`config.mk`:
```
export PLATFORM = sky130hd
export DESIGN_NAME = rx_pixel_deframer
export DESIGN_NICKNAME = d
export VERILOG_FILES = /design/src/rtl/rx_pixel_deframer_pkg.sv /design/src/rtl/rx_pixel_deframer_sampler.sv /design/src/rtl/rx_pixel_deframer.sv
export SDC_FILE = /design/constraint.sdc
export NUM_CORES = 1
export LEC_CHECK = 0
export ABC_AREA = 1
export BUFFER_PORTS_ARGS = -buffer_cell sky130_fd_sc_hd__buf_2
export CAP_MARGIN = 20
export CORE_ASPECT_RATIO = 0.8
export CORE_MARGIN = 2
export CORE_UTILIZATION = 50
export DETAILED_ROUTE_END_ITERATION = 8
export PLACE_DENSITY = 0.66
export SLEW_MARGIN = 10
export SYNTH_ARGS = -nofsm -noshare
export SYNTH_HDL_FRONTEND = slang
export SYNTH_SLANG_ARGS = --single-unit
```
`constraint.sdc`:
```
create_clock -name baud_clk -period 1.6 [get_ports baud_clk]
set_input_delay 0.08 -clock baud_clk [delete_from_list [all_inputs] [get_ports baud_clk]]
set_output_delay 0.08 -clock baud_clk [all_outputs]
set_load 0.01 [all_outputs]
```
`src/rtl/rx_pixel_deframer_pkg.sv`:
```
// Shared definitions for the pixel UART receive path: character framing sizes
// and the receive FSM state encoding.
package rx_pixel_deframer_pkg;

  localparam int OVERSAMPLE_DEFAULT = 16;
  localparam int DATA_BITS          = 8;
  localparam int NUM_BYTES          = 3;
  localparam int PIXEL_W            = DATA_BITS * NUM_BYTES;

  typedef enum logic [1:0] {
    ST_IDLE,
    ST_START,
    ST_DATA,
    ST_STOP
  } rx_state_t;

endpackage

```
`src/rtl/rx_pixel_deframer_sampler.sv`:
```
// Serial-line front end: two-flop synchroniser on data_rx plus the oversampling
// tick counter that yields mid-start-bit and full-bit sample strobes.
module rx_bit_sampler #(
  parameter int OVERSAMPLE = 16
) (
  input  logic baud_clk,
  input  logic rst,
  input  logic data_rx,
  input  logic tick_clr,
  output logic rx_s,
  output logic mid_strobe,
  output logic bit_strobe
);

  localparam int TICK_W = $clog2(OVERSAMPLE);
  localparam logic [TICK_W-1:0] TICK_MID  = TICK_W'(OVERSAMPLE / 2 - 1);
  localparam logic [TICK_W-1:0] TICK_LAST = TICK_W'(OVERSAMPLE - 1);

  logic              rx_meta;
  logic [TICK_W-1:0] tick;

  // NOTE: every register here is updated with <= so all flops sample the
  // values from before the clock edge; = would chain rx_meta into rx_s in one cycle.
  always_ff @(posedge baud_clk) begin
    if (rst) begin
      rx_meta <= 1'b1;
      rx_s    <= 1'b1;
      tick    <= '0;
    end else begin
      rx_meta <= data_rx;
      rx_s    <= rx_meta;
      if (tick_clr || bit_strobe) tick <= '0;
      else                        tick <= tick + 1'b1;
    end
  end

  assign mid_strobe = (tick == TICK_MID);
  assign bit_strobe = (tick == TICK_LAST);

endmodule

```
`src/rtl/rx_pixel_deframer.sv`:
```
// Receives three UART characters (start, 8 data bits MSB-first, stop) and
// presents them as one 24-bit pixel with a single-cycle valid pulse.
module rx_pixel_deframer
  import rx_pixel_deframer_pkg::*;
#(
  parameter int OVERSAMPLE = OVERSAMPLE_DEFAULT
) (
  input  logic               baud_clk,
  input  logic               rst,
  input  logic               data_rx,
  output logic [PIXEL_W-1:0] data_out,
  output logic               valid,
  output logic               active_flag,
  output logic               done_flag,
  output logic               frame_err
);

  localparam int BIT_W  = $clog2(DATA_BITS + 1);
  localparam int BYTE_W = $clog2(NUM_BYTES);
  localparam int HOLD_W = PIXEL_W - DATA_BITS;
  localparam logic [BIT_W-1:0]  BIT_LAST  = BIT_W'(DATA_BITS - 1);
  localparam logic [BYTE_W-1:0] BYTE_LAST = BYTE_W'(NUM_BYTES - 1);

  rx_state_t             state;
  logic [BIT_W-1:0]      bit_cnt;
  logic [BYTE_W-1:0]     byte_cnt;
  logic                  armed;
  logic [DATA_BITS-1:0]  shift_reg;
  logic [HOLD_W-1:0]     pix_hold;
  logic                  rx_s;
  logic                  mid_strobe;
  logic                  bit_strobe;
  logic                  tick_clr;

  // Tick counter restarts on entering START and again at the mid-start sample.
  assign tick_clr = (state == ST_IDLE) || ((state == ST_START) && mid_strobe);

  rx_bit_sampler #(.OVERSAMPLE(OVERSAMPLE)) u_sampler (
    .baud_clk   (baud_clk),
    .rst        (rst),
    .data_rx    (data_rx),
    .tick_clr   (tick_clr),
    .rx_s       (rx_s),
    .mid_strobe (mid_strobe),
    .bit_strobe (bit_strobe)
  );

  always_ff @(posedge baud_clk) begin
    if (rst) begin
      state       <= ST_IDLE;
      bit_cnt     <= '0;
      byte_cnt    <= '0;
      armed       <= 1'b0;
      shift_reg   <= '0;
      pix_hold    <= '0;
      data_out    <= '0;
      valid       <= 1'b0;
      active_flag <= 1'b0;
      done_flag   <= 1'b1;
      frame_err   <= 1'b0;
    end else begin
      // NOTE: pulse outputs default low each cycle and are raised only by the
      // branch that produces them, so they can never stick high.
      valid     <= 1'b0;
      frame_err <= 1'b0;
      unique case (state)
        ST_IDLE: begin
          if (rx_s) armed <= 1'b1;
          if (armed && !rx_s) state <= ST_START;
        end
        ST_START: begin
          if (mid_strobe) begin
            if (rx_s) begin
              state <= ST_IDLE;
            end else begin
              state   <= ST_DATA;
              bit_cnt <= '0;
              if (byte_cnt == '0) begin
                active_flag <= 1'b1;
                done_flag   <= 1'b0;
              end
            end
          end
        end
        ST_DATA: begin
          if (bit_strobe) begin
            shift_reg <= {shift_reg[DATA_BITS-2:0], rx_s};
            if (bit_cnt == BIT_LAST) begin
              bit_cnt <= '0;
              state   <= ST_STOP;
            end else begin
              bit_cnt <= bit_cnt + 1'b1;
            end
          end
        end
        ST_STOP: begin
          if (bit_strobe) begin
            state <= ST_IDLE;
            if (rx_s) begin
              armed <= 1'b1;
              if (byte_cnt == BYTE_LAST) begin
                data_out    <= {pix_hold, shift_reg};
                valid       <= 1'b1;
                byte_cnt    <= '0;
                pix_hold    <= '0;
                active_flag <= 1'b0;
                done_flag   <= 1'b1;
              end else begin
                // Earlier bytes shift up so byte 0 ends in the top slot.
                pix_hold <= (pix_hold << DATA_BITS) | HOLD_W'(shift_reg);
                byte_cnt <= byte_cnt + 1'b1;
              end
            end else begin
              frame_err   <= 1'b1;
              byte_cnt    <= '0;
              pix_hold    <= '0;
              armed       <= 1'b0;
              active_flag <= 1'b0;
              done_flag   <= 1'b1;
            end
          end
        end
        default: state <= ST_IDLE;
      endcase
    end
  end

endmodule

```
==> flow_metrics.tcl, run 1 <==
set metrics [dict create \
    status "finished, final reports clean" \
    layout.cells.non_filler 432 \
    critPathMaxStageDelay_ns 0.39 \
    routed_wl_mm 4.95 \
    clockBufferDepth 2 \
    grt.overflow.total 0 \
    synth_nets 334 \
    utilization 0.606 \
    die_area_mm2 0.00576 \
    worstPathMaxFanout 48 \
    synthTopCellsByArea "dfxtp_1 52%, nand2_1 7.8%, o21ai_0 7.7%, a21oi_1 6.4%, inv_1 6.0%" \
    start_kind "flip-flop" \
    cpLargestDelayFamily "flip-flops" \
    drt-initial-drc-count 123 \
    ys_types 25 \
    path_cells "ha_4 -> nand3_4 -> nor2_8 -> nand3_2 -> buf_12 -> o21ai_0 -> a21oi_1" \
    end_kind "flip-flop" \
    ys_seq_area_frac 0.519 \
    finalSetupTns_ns 0 \
    post_cts_buffers 0 \
    min_path_type "reg -> reg" \
    synth.cells.most_frequent "67 x dfxtp_1, 54 x nand2_1, 41 x inv_1, 40 x o21ai_0, 33 x a21oi_1" \
    cp_data_arrival_time_ns 1.69 \
    antenna_cells 0 \
    ys_async_sr_fraction 0 \
    p_seq_frac 0.520 \
    ys_ff_latch 67 \
    pin_count 31 \
    fmax_mhz 679 \
    clkSlewWorstSetupHoldPaths_ns 0.06 \
    worstMarginPinSlew_ns 0.336 \
    detail-route-antenna-nets 0 \
    syn-cell-area_mm2 0.00258 \
    switching_power_w 0.000778 \
    crit_type "reg -> reg" \
    areaGrowthSynthToFinish_pct 17.4 \
    dp.cells 415 \
    place_area_mm2 0.00280 \
    die_w_um 84.4 \
    maxCapViolCount 0 \
    wire_per_inst_um 11.5 \
    irDropWorstVdd_mv 0.587 \
    ys.flop_type "dfxtp_1" \
    port_buffers 30 \
    post-route-min-period_ns 1.47 \
    drive_gt1_frac 0.173 \
    clock_latency_ns 0.33 \
    h-tree-depth 3 \
    synth_area_leader_cell "dfxtp_1" \
    power.density_mw_per_mm2 1110 \
    grt_first_pass_wirelength_mm 8.41 \
    setup-violations-final 0 \
    viasPerCell 4.94 \
    switching_share 0.231 \
    slew_headroom 0.775 \
    final_nets 371 \
    start_util 0.516 \
    critPathSlowestCell "dfxtp_1" \
    required_ns 1.82 \
    vias 2134 \
    finalMaxSlewViolations 0 \
    p_leak_nw 1.31 \
    dr.pass1.iters 4 \
    skew_ns 0.00466 \
    fp.dieH_um 68.3 \
    row_count 23 \
    gp_congestion 0.910 \
    cts_tree "done" \
    root_buffer "clkbuf_8" \
    antenna_found_initial 0 \
    hpwl_mm 3.34 \
    synth_area_per_cell_um2 7.86 \
    clock_sinks 67 \
    clkPwrFrac 0.407 \
    yosys_warnings 0 \
    synth_top_area_share 0.519 \
    track_usage 0.187 \
    fin_crit_sh 0.920 \
    grt_max_degree 49 \
    power_frac_comb 0.072 \
    rsz0062_at_grt "false" \
    hold_viol 0 \
    coreArea_mm2 0.00501 \
    largest_reg_flops 24 \
    path_buf_inv 1 \
    final_cell_area_mm2 0.00303 \
    synth_edf_count 0 \
    synth.most_common_cell "dfxtp_1" \
    drc 0 \
    first_global_vias 1919 \
    cts_made_buffers 9 \
    internal-power_w 0.00259 \
    synthCells 329 \
]
final cells by class:
type	count	area (um2)
clock inverter	2	35.0
timing repair buffer	40	246
clock buffer	13	159
tap	62	77.6
multi-input combinational	204	1010
inverter	44	165
sequential	67	1340
fill	490	1970
cell families (layout without fill, tap and decap cells):
| family | after synthesis | after routing | synth area share |
|---|---|---|---|
| simple gates | 115 | 115 | 0.197 |
| compound gates | 86 | 86 | 0.176 |
| flops | 67 | 67 | 0.519 |
| buf+inv | 58 | 99 | 0.0954 |
| fa+ha+maj | 2 | 2 | 0.00968 |
| xor+xnor | 1 | 1 | 0.00339 |
timing repair:
action                     in CTS  in global routing
setup endpoints to repair       0                 21
hold endpoints to repair        4                  0
hold buffers                    2                  0
resized for setup               0                  5
per-stage QoR:
| stage | hold WS, ns | setup slack (ns) | power [W] |
|---|---|---|---|
| 5_1_grt | 0.460 | 0.0127 | 0.00352 |
| 6_report | 0.414 | 0.128 | 0.00337 |
| 3_3_place_gp | 0.262 | 0.112 | 0.00202 |
| 4_1_cts | 0.419 | 0.0477 | 0.00341 |
| 3_5_place_dp | 0.268 | 0.0690 | 0.00202 |
| 2_1_floorplan | 0.149 | 0.221 | 0.00197 |
power groups by stage:
stage | Sequential (W) | Combinational (W) | Clock [W]
after floorplan | 0.00178 | 0.000191 | 0
after global placement | 0.00179 | 0.000235 | 0
after detailed placement | 0.00179 | 0.000237 | 0
after CTS | 0.00175 | 0.000242 | 0.00142
after global routing | 0.00176 | 0.000285 | 0.00147
final | 0.00175 | 0.000244 | 0.00137
path summary, 6_finish.rpt:
check                   end  slack, ns  cells past startpoint               from
max             data_out[3]       0.13                      7  u_sampler.tick[0]
min          u_sampler.rx_s       0.41                      1  u_sampler.rx_meta
max reg2reg     data_out[3]       0.13                      7  u_sampler.tick[0]
min reg2reg  u_sampler.rx_s       0.41                      1  u_sampler.rx_meta
layer usage:
layer  GRT usage  part of all wire  up-vias
met5           0                 0        -
met4      0.0873             0.012        0
met3      0.0555             0.043        7
met2       0.292              0.43       43
met1       0.243              0.51      943
li1            -                 -     1141
worst register-to-register path, cell delays in order, from the launching register on:
cell and delay (ns):
dfxtp_1 0.39, ha_4 0.17, nand3_4 0.12, nor2_8 0.12
nand3_2 0.09, buf_12 0.19, o21ai_0 0.22, a21oi_1 0.06
cells in the final DEF, fill, tap and decap left out, types with 5 or more instances in the layout:
master	Yosys	layout
dfxtp_1	67	67
nand2_1	54	54
inv_1	41	41
o21ai_0	40	38
a21oi_1	33	33
nor2_1	32	32
buf_2	5	30
nand3_1	18	18
clkbuf_8	0	11
o22ai_1	7	7
buf_4	0	6
o31ai_1	5	5
Power figures use the tool's default switching activity.
==> run 2: changes to the inputs <==
--- a/config.mk
+++ b/config.mk
@@ -13,6 +13,7 @@
 export CORE_UTILIZATION = 50
 export DETAILED_ROUTE_END_ITERATION = 8
 export PLACE_DENSITY = 0.66
+export SETUP_SLACK_MARGIN = 0.3
 export SLEW_MARGIN = 10
 export SYNTH_ARGS = -nofsm -noshare
 export SYNTH_HDL_FRONTEND = slang
==> constraint.sdc (replaced) <==
create_clock -name baud_clk -period 1.5 [get_ports baud_clk]
set_input_delay 0.075 -clock baud_clk [delete_from_list [all_inputs] [get_ports baud_clk]]
set_output_delay 0.075 -clock baud_clk [all_outputs]
set_load 0.01 [all_outputs]
==> run 2 against run 1 <==
Compared with the run above: sequential power grew 6%; clock skew increased by 0.0038 ns; die area is the same; utilization grew 3.9 points; non-clock buffer count increased by 14; first-iteration DRC count grew 32%; critical path depth is 2 higher; clock-buffer cell count down 2; hold slack got worse by 0.19 ns; maximum frequency increased by 7.6%; largest cell class unchanged; highest routed layer unchanged.
==> flow_metrics.tcl, run 2 (synthesis gave the netlist of run 1 again) <==
set metrics [dict create \
    gp_congestion 0.774 \
    grt_first_pass_wirelength_mm 8.55 \
    clkSlewWorstSetupHoldPaths_ns 0.07 \
    final_cell_area_mm2 0.00323 \
    slew_headroom 0.837 \
    nFillCells 445 \
    crit_type "reg -> reg" \
    hpwl_mm 3.36 \
    critPathSlowestCell "dfxtp_2" \
    worstMarginPinSlew_ns 0.244 \
    fmax_mhz 731 \
    irDropWorstVdd_mv 0.738 \
    mostFrequentLayoutCells "64 x dfxtp_1, 53 x nand2_1, 41 x inv_1, 32 x a21oi_1, 31 x buf_2" \
    r2r_slack_ns 0.13 \
    finalSetupTns_ns 0 \
    coreArea_mm2 0.00501 \
    skew_ns 0.00844 \
    wire_per_inst_um 11.4 \
    cp-startpoint "u_sampler.tick[1]" \
    switching_power_w 0.000851 \
    layout.cells.non_filler 445 \
    min_path_type "in -> reg" \
    power_frac_comb 0.090 \
    antenna_cells 0 \
    largest_reg_flops 24 \
    viasPerCell 4.92 \
    hold_viol 0 \
    layout_commonest_cell "dfxtp_1" \
    required_ns 1.72 \
    internal-power_w 0.00274 \
    rsz0062_at_grt "true" \
    p_leak_nw 1.41 \
    place_area_mm2 0.00288 \
    die_area_mm2 0.00576 \
    clkPwrFrac 0.391 \
    antenna_found_initial 0 \
    port_buffers 30 \
    path_cells "ha_4 -> nand3_4 -> buf_4 -> nand2_1 -> nand3_1 -> nor2_2 -> nand2_1 -> nand2_1 -> nor2_1" \
    post-route-min-period_ns 1.37 \
    clock_sinks 67 \
    start_kind "flip-flop" \
    setup-violations-final 0 \
    detail-route-antenna-nets 0 \
    path_buf_inv 1 \
    finalMaxSlewViolations 0 \
    h-tree-depth 3 \
    fin_crit_sh 0.912 \
    drc 0 \
    track_usage 0.190 \
    areaGrowthSynthToFinish_pct 24.9 \
    cpLargestDelayFamily "simple AND/OR/NAND/NOR gates" \
    drt-initial-drc-count 162 \
    row_count 23 \
    switching_share 0.237 \
    final_nets 385 \
    cp.depth 9 \
    root_buffer "clkbuf_8" \
    critPathMaxStageDelay_ns 0.35 \
    cp_data_arrival_time_ns 1.59 \
    cts_tree "done" \
    crit_top_cell "nand2_1" \
    fin_total_pwr_w 0.00359 \
    first_global_vias 1852 \
    routed_wl_mm 5.08 \
    vias 2190 \
    dp.cells 420 \
    start_util 0.516 \
    power.density_mw_per_mm2 1110 \
    grt.overflow.total 0 \
    status "finished, final reports clean" \
    worstPathMaxFanout 4 \
    clockBufferDepth 2 \
    end_kind "flip-flop" \
    dr.pass1.iters 4 \
    fp.dieH_um 68.3 \
    grt_max_degree 40 \
    reg2reg_depth 9 \
    drive_gt1_frac 0.238 \
    p_seq_frac 0.520 \
    clock_latency_ns 0.33 \
    die_w_um 84.4 \
    cts_made_buffers 9 \
    worst_r2r_startpoint "u_sampler.tick[1]" \
    pin_count 31 \
    maxCapViolCount 0 \
]
## run 2: cell types whose count changed in the layout (fill, tap and decap cells not counted), moves of 2 or more
cell	delta
o21ai_0	-19
o21ai_1	+18
buf_4	+9
o31ai_1	-4
o31ai_2	+4
dfxtp_1	-3
dfxtp_2	+3
nand2_4	+2
nor2_1	-2
o22ai_1	-2
o22ai_2	+2
## run 2: how the worst min path moves through the flow
stage,start,to,depth (start not counted)
after detailed placement,data_rx,u_sampler.rx_meta,2
final,rst,done_flag,4
after global routing,rst,done_flag,4
after CTS,rst,done_flag,4
after floorplan,rst,armed,1
after global placement,data_rx,u_sampler.rx_meta,2
## run 2: worst min-delay path: stages
cell	delay, ns
buf_2	0.10
inv_1	0.07
buf_12	0.17
nand3_1	0.09
## run 2: routing by layer
metal	vias up	routed length [um]	global-route usage
met2	55	2190	0.297
met4	0	35	0.0655
li1	1167	-	-
met5	-	0	0
met3	2	296	0.0724
met1	966	2550	0.244
## run 2: layout make-up
class | instances | area, um2 | area share
sequential | 67 | 1350 | 0.417
clock inverter | 3 | 40.0 | 0.0124
multi-input combinational | 204 | 1080 | 0.334
clock buffer | 11 | 141 | 0.0438
timing repair buffer | 54 | 375 | 0.116
tap | 62 | 77.6 | 0.0240
inverter | 44 | 170 | 0.0527
## run 2: power groups by stage
stage	logic, W	registers (W)	clock network, W
after floorplan	0.000208	0.00190	0
after global placement	0.000278	0.00190	0
after detailed placement	0.000283	0.00191	0
after CTS	0.000315	0.00186	0.00144
after global routing	0.000368	0.00187	0.00152
final	0.000321	0.00186	0.00140
## run 2: through the flow
stage	worst slack, ns	util	hold slack (ns)
final	0.132	0.645	0.221
after global routing	0.0516	0.645	0.219
after CTS	0.123	0.635	0.187
after detailed placement	0.0416	0.575	0.260
after global placement	0.0733	0.575	0.260
after floorplan	0.196	-	0.144
## run 2: what timing repair did
action,in CTS,in global routing
endpoints found under the hold margin,4,0
endpoints found under the setup margin,61,65
hold buffers,3,0
resized for setup,16,16
gates cloned,1,0
setup buffers,5,2
==> run 3: changes to the inputs <==
--- a/config.mk
+++ b/config.mk
@@ -8,11 +8,12 @@
 export ABC_AREA = 1
 export BUFFER_PORTS_ARGS = -buffer_cell sky130_fd_sc_hd__buf_2
 export CAP_MARGIN = 20
-export CORE_ASPECT_RATIO = 0.8
+export CORE_ASPECT_RATIO = 0.7
 export CORE_MARGIN = 2
 export CORE_UTILIZATION = 50
 export DETAILED_ROUTE_END_ITERATION = 8
 export PLACE_DENSITY = 0.66
+export REMOVE_ABC_BUFFERS = 1
 export SETUP_SLACK_MARGIN = 0.3
 export SLEW_MARGIN = 10
 export SYNTH_ARGS = -nofsm -noshare
==> constraint.sdc (replaced) <==
create_clock -name baud_clk -period 1.7 [get_ports baud_clk]
set_input_delay 0.085 -clock baud_clk [delete_from_list [all_inputs] [get_ports baud_clk]]
set_output_delay 0.085 -clock baud_clk [all_outputs]
set_load 0.01 [all_outputs]
==> run 3 against run 2 <==
Compared with the run above: clock skew fell by 0.0031 ns; sequential cell count did not move; utilization rose by 1.9 points; clock-buffer cell count fell by 2; combinational power fell by 7.8%; routed wire length rose by 7.2%; maximum frequency fell by 3.5%; non-clock buffer count fell by 6.
==> flow_metrics.tcl, run 3 (synthesis gave the netlist of run 1 again) <==
set metrics [dict create \
    status "finished, final reports clean" \
    power_frac_comb 0.084 \
    track_usage 0.199 \
    drc 0 \
    pin_count 31 \
    cts_tree "done" \
    row_count 21 \
    hold_viol 0 \
    switching_power_w 0.000828 \
    largest_reg_flops 24 \
    mostFrequentLayoutCells "64 x dfxtp_1, 52 x nand2_1, 41 x inv_1, 33 x a21oi_1, 31 x buf_2" \
    antenna_found_initial 0 \
    routed_wl_mm 5.44 \
    clock_sinks 67 \
    fin_crit_sh 0.833 \
    power.density_mw_per_mm2 1080 \
    post-route-min-period_ns 1.42 \
    place_ws_ns 0.0638 \
    irDropWorstVdd_mv 0.597 \
    p_seq_frac 0.470 \
    rsz0062_at_grt "true" \
    fp.dieH_um 64.2 \
    final_nets 380 \
    setup-violations-final 0 \
    clkSlewWorstSetupHoldPaths_ns 0.07 \
    cp_data_arrival_time_ns 1.65 \
    h-tree-depth 3 \
    start_kind "flip-flop" \
    grt.overflow.total 0 \
    antenna_cells 0 \
    internal-power_w 0.00269 \
    detail-route-antenna-nets 0 \
    nFillCells 442 \
    coreArea_mm2 0.00489 \
    place_area_mm2 0.00279 \
    root_buffer "clkbuf_8" \
    cts_made_buffers 9 \
    clockBufferDepth 2 \
    clock_latency_ns 0.34 \
    crit_type "reg -> reg" \
    whs_ns 0.413 \
    worstMarginPinSlew_ns 0.387 \
    clkPwrFrac 0.445 \
    skew_ns 0.00533 \
    grt_max_degree 34 \
    viasPerCell 4.89 \
    wire_per_inst_um 12.1 \
    finalMaxSlewViolations 0 \
    hp-start "u_sampler.rx_meta" \
    port_buffers 30 \
    slew_headroom 0.741 \
    cp-startpoint "u_sampler.tick[1]" \
    maxCapViolCount 0 \
    first_global_vias 2052 \
    fmax_mhz 706 \
    drive_gt1_frac 0.222 \
    end_kind "flip-flop" \
    die_w_um 89.9 \
    hpwl_mm 3.30 \
    final_cell_area_mm2 0.00324 \
    start_util 0.529 \
    worst_r2r_startpoint "u_sampler.tick[1]" \
    switching_share 0.235 \
    drt-initial-drc-count 137 \
    setup_ws_ns 0.283 \
    p_leak_nw 1.41 \
    worstPathMaxFanout 24 \
    areaGrowthSynthToFinish_pct 25.5 \
    gp_congestion 0.850 \
    required_ns 1.94 \
    layout_commonest_cell "dfxtp_1" \
    dr.pass1.iters 4 \
    die_area_mm2 0.00577 \
    vias 2190 \
    min_path_type "reg -> reg" \
    grt_first_pass_wirelength_mm 9.11 \
]
## run 3: changes by cell type in the layout (fill, tap and decap cells not counted), sizes merged
cell      previous run  this run
clkbuf              11         9
clkinv               3         2
clkinvlp             0         3
bufinv               1         3
buf                 51        45
## run 3: through the flow
stage	setup TNS, ns	util	total power [W]	cells
after floorplan	-2.85	-	0.00185	315
after global placement	0	0.571	0.00191	419
after detailed placement	0	0.571	0.00190	419
after CTS	0	0.647	0.00349	444
after global routing	0	0.664	0.00367	448
final	0	0.664	0.00352	448
## run 3: metal layers
metal / part of all wire / GRT usage
met1: 0.51 / 0.258
met2: 0.42 / 0.313
met3: 0.056 / 0.0743
met4: 0.0094 / 0.0635
met5: 0 / 0
## run 3: final timing paths
kind	end	slack (ns)	depth (start not counted)
max reg2reg	data_out[6]	0.28	7
min reg2reg	u_sampler.rx_s	0.41	1
max	data_out[6]	0.28	7
min	u_sampler.rx_s	0.41	1
## run 3: what timing repair did
action	CTS	global route
pin swaps	3	5
resized for setup	14	30
setup endpoints to repair	45	52
gates cloned	1	2
setup buffers	6	2
hold buffers	3	0
endpoints found under the hold margin	5	0
## run 3: power groups by stage
stage | logic [W] | registers, W | clock network, W
2_1_floorplan | 0.000174 | 0.00168 | 0
5_1_grt | 0.000324 | 0.00166 | 0.00168
6_report | 0.000296 | 0.00166 | 0.00157
3_3_place_gp | 0.000225 | 0.00168 | 0
3_5_place_dp | 0.000222 | 0.00168 | 0
4_1_cts | 0.000243 | 0.00165 | 0.00160
## run 3: cell type report
| type | instances | area (um2) | share of cell area |
|---|---|---|---|
| clock buffer | 9 | 124 | 0.0382 |
| sequential | 67 | 1350 | 0.415 |
| clock inverter | 6 | 115 | 0.0355 |
| inverter | 44 | 171 | 0.0528 |
| timing repair inverter | 1 | 5.00 | 0.00154 |
| multi-input combinational | 204 | 1070 | 0.330 |
| tap | 69 | 86.3 | 0.0266 |
| timing repair buffer | 48 | 327 | 0.101 |
## run 3: worst max-delay path, cell delays in order, from the launching register on
cell	delay (ns)
dfxtp_2	0.36
ha_4	0.16
nand3_4	0.13
nor2_8	0.14
nand3_4	0.11
buf_12	0.19
o21ai_0	0.15
a21oi_1	0.06
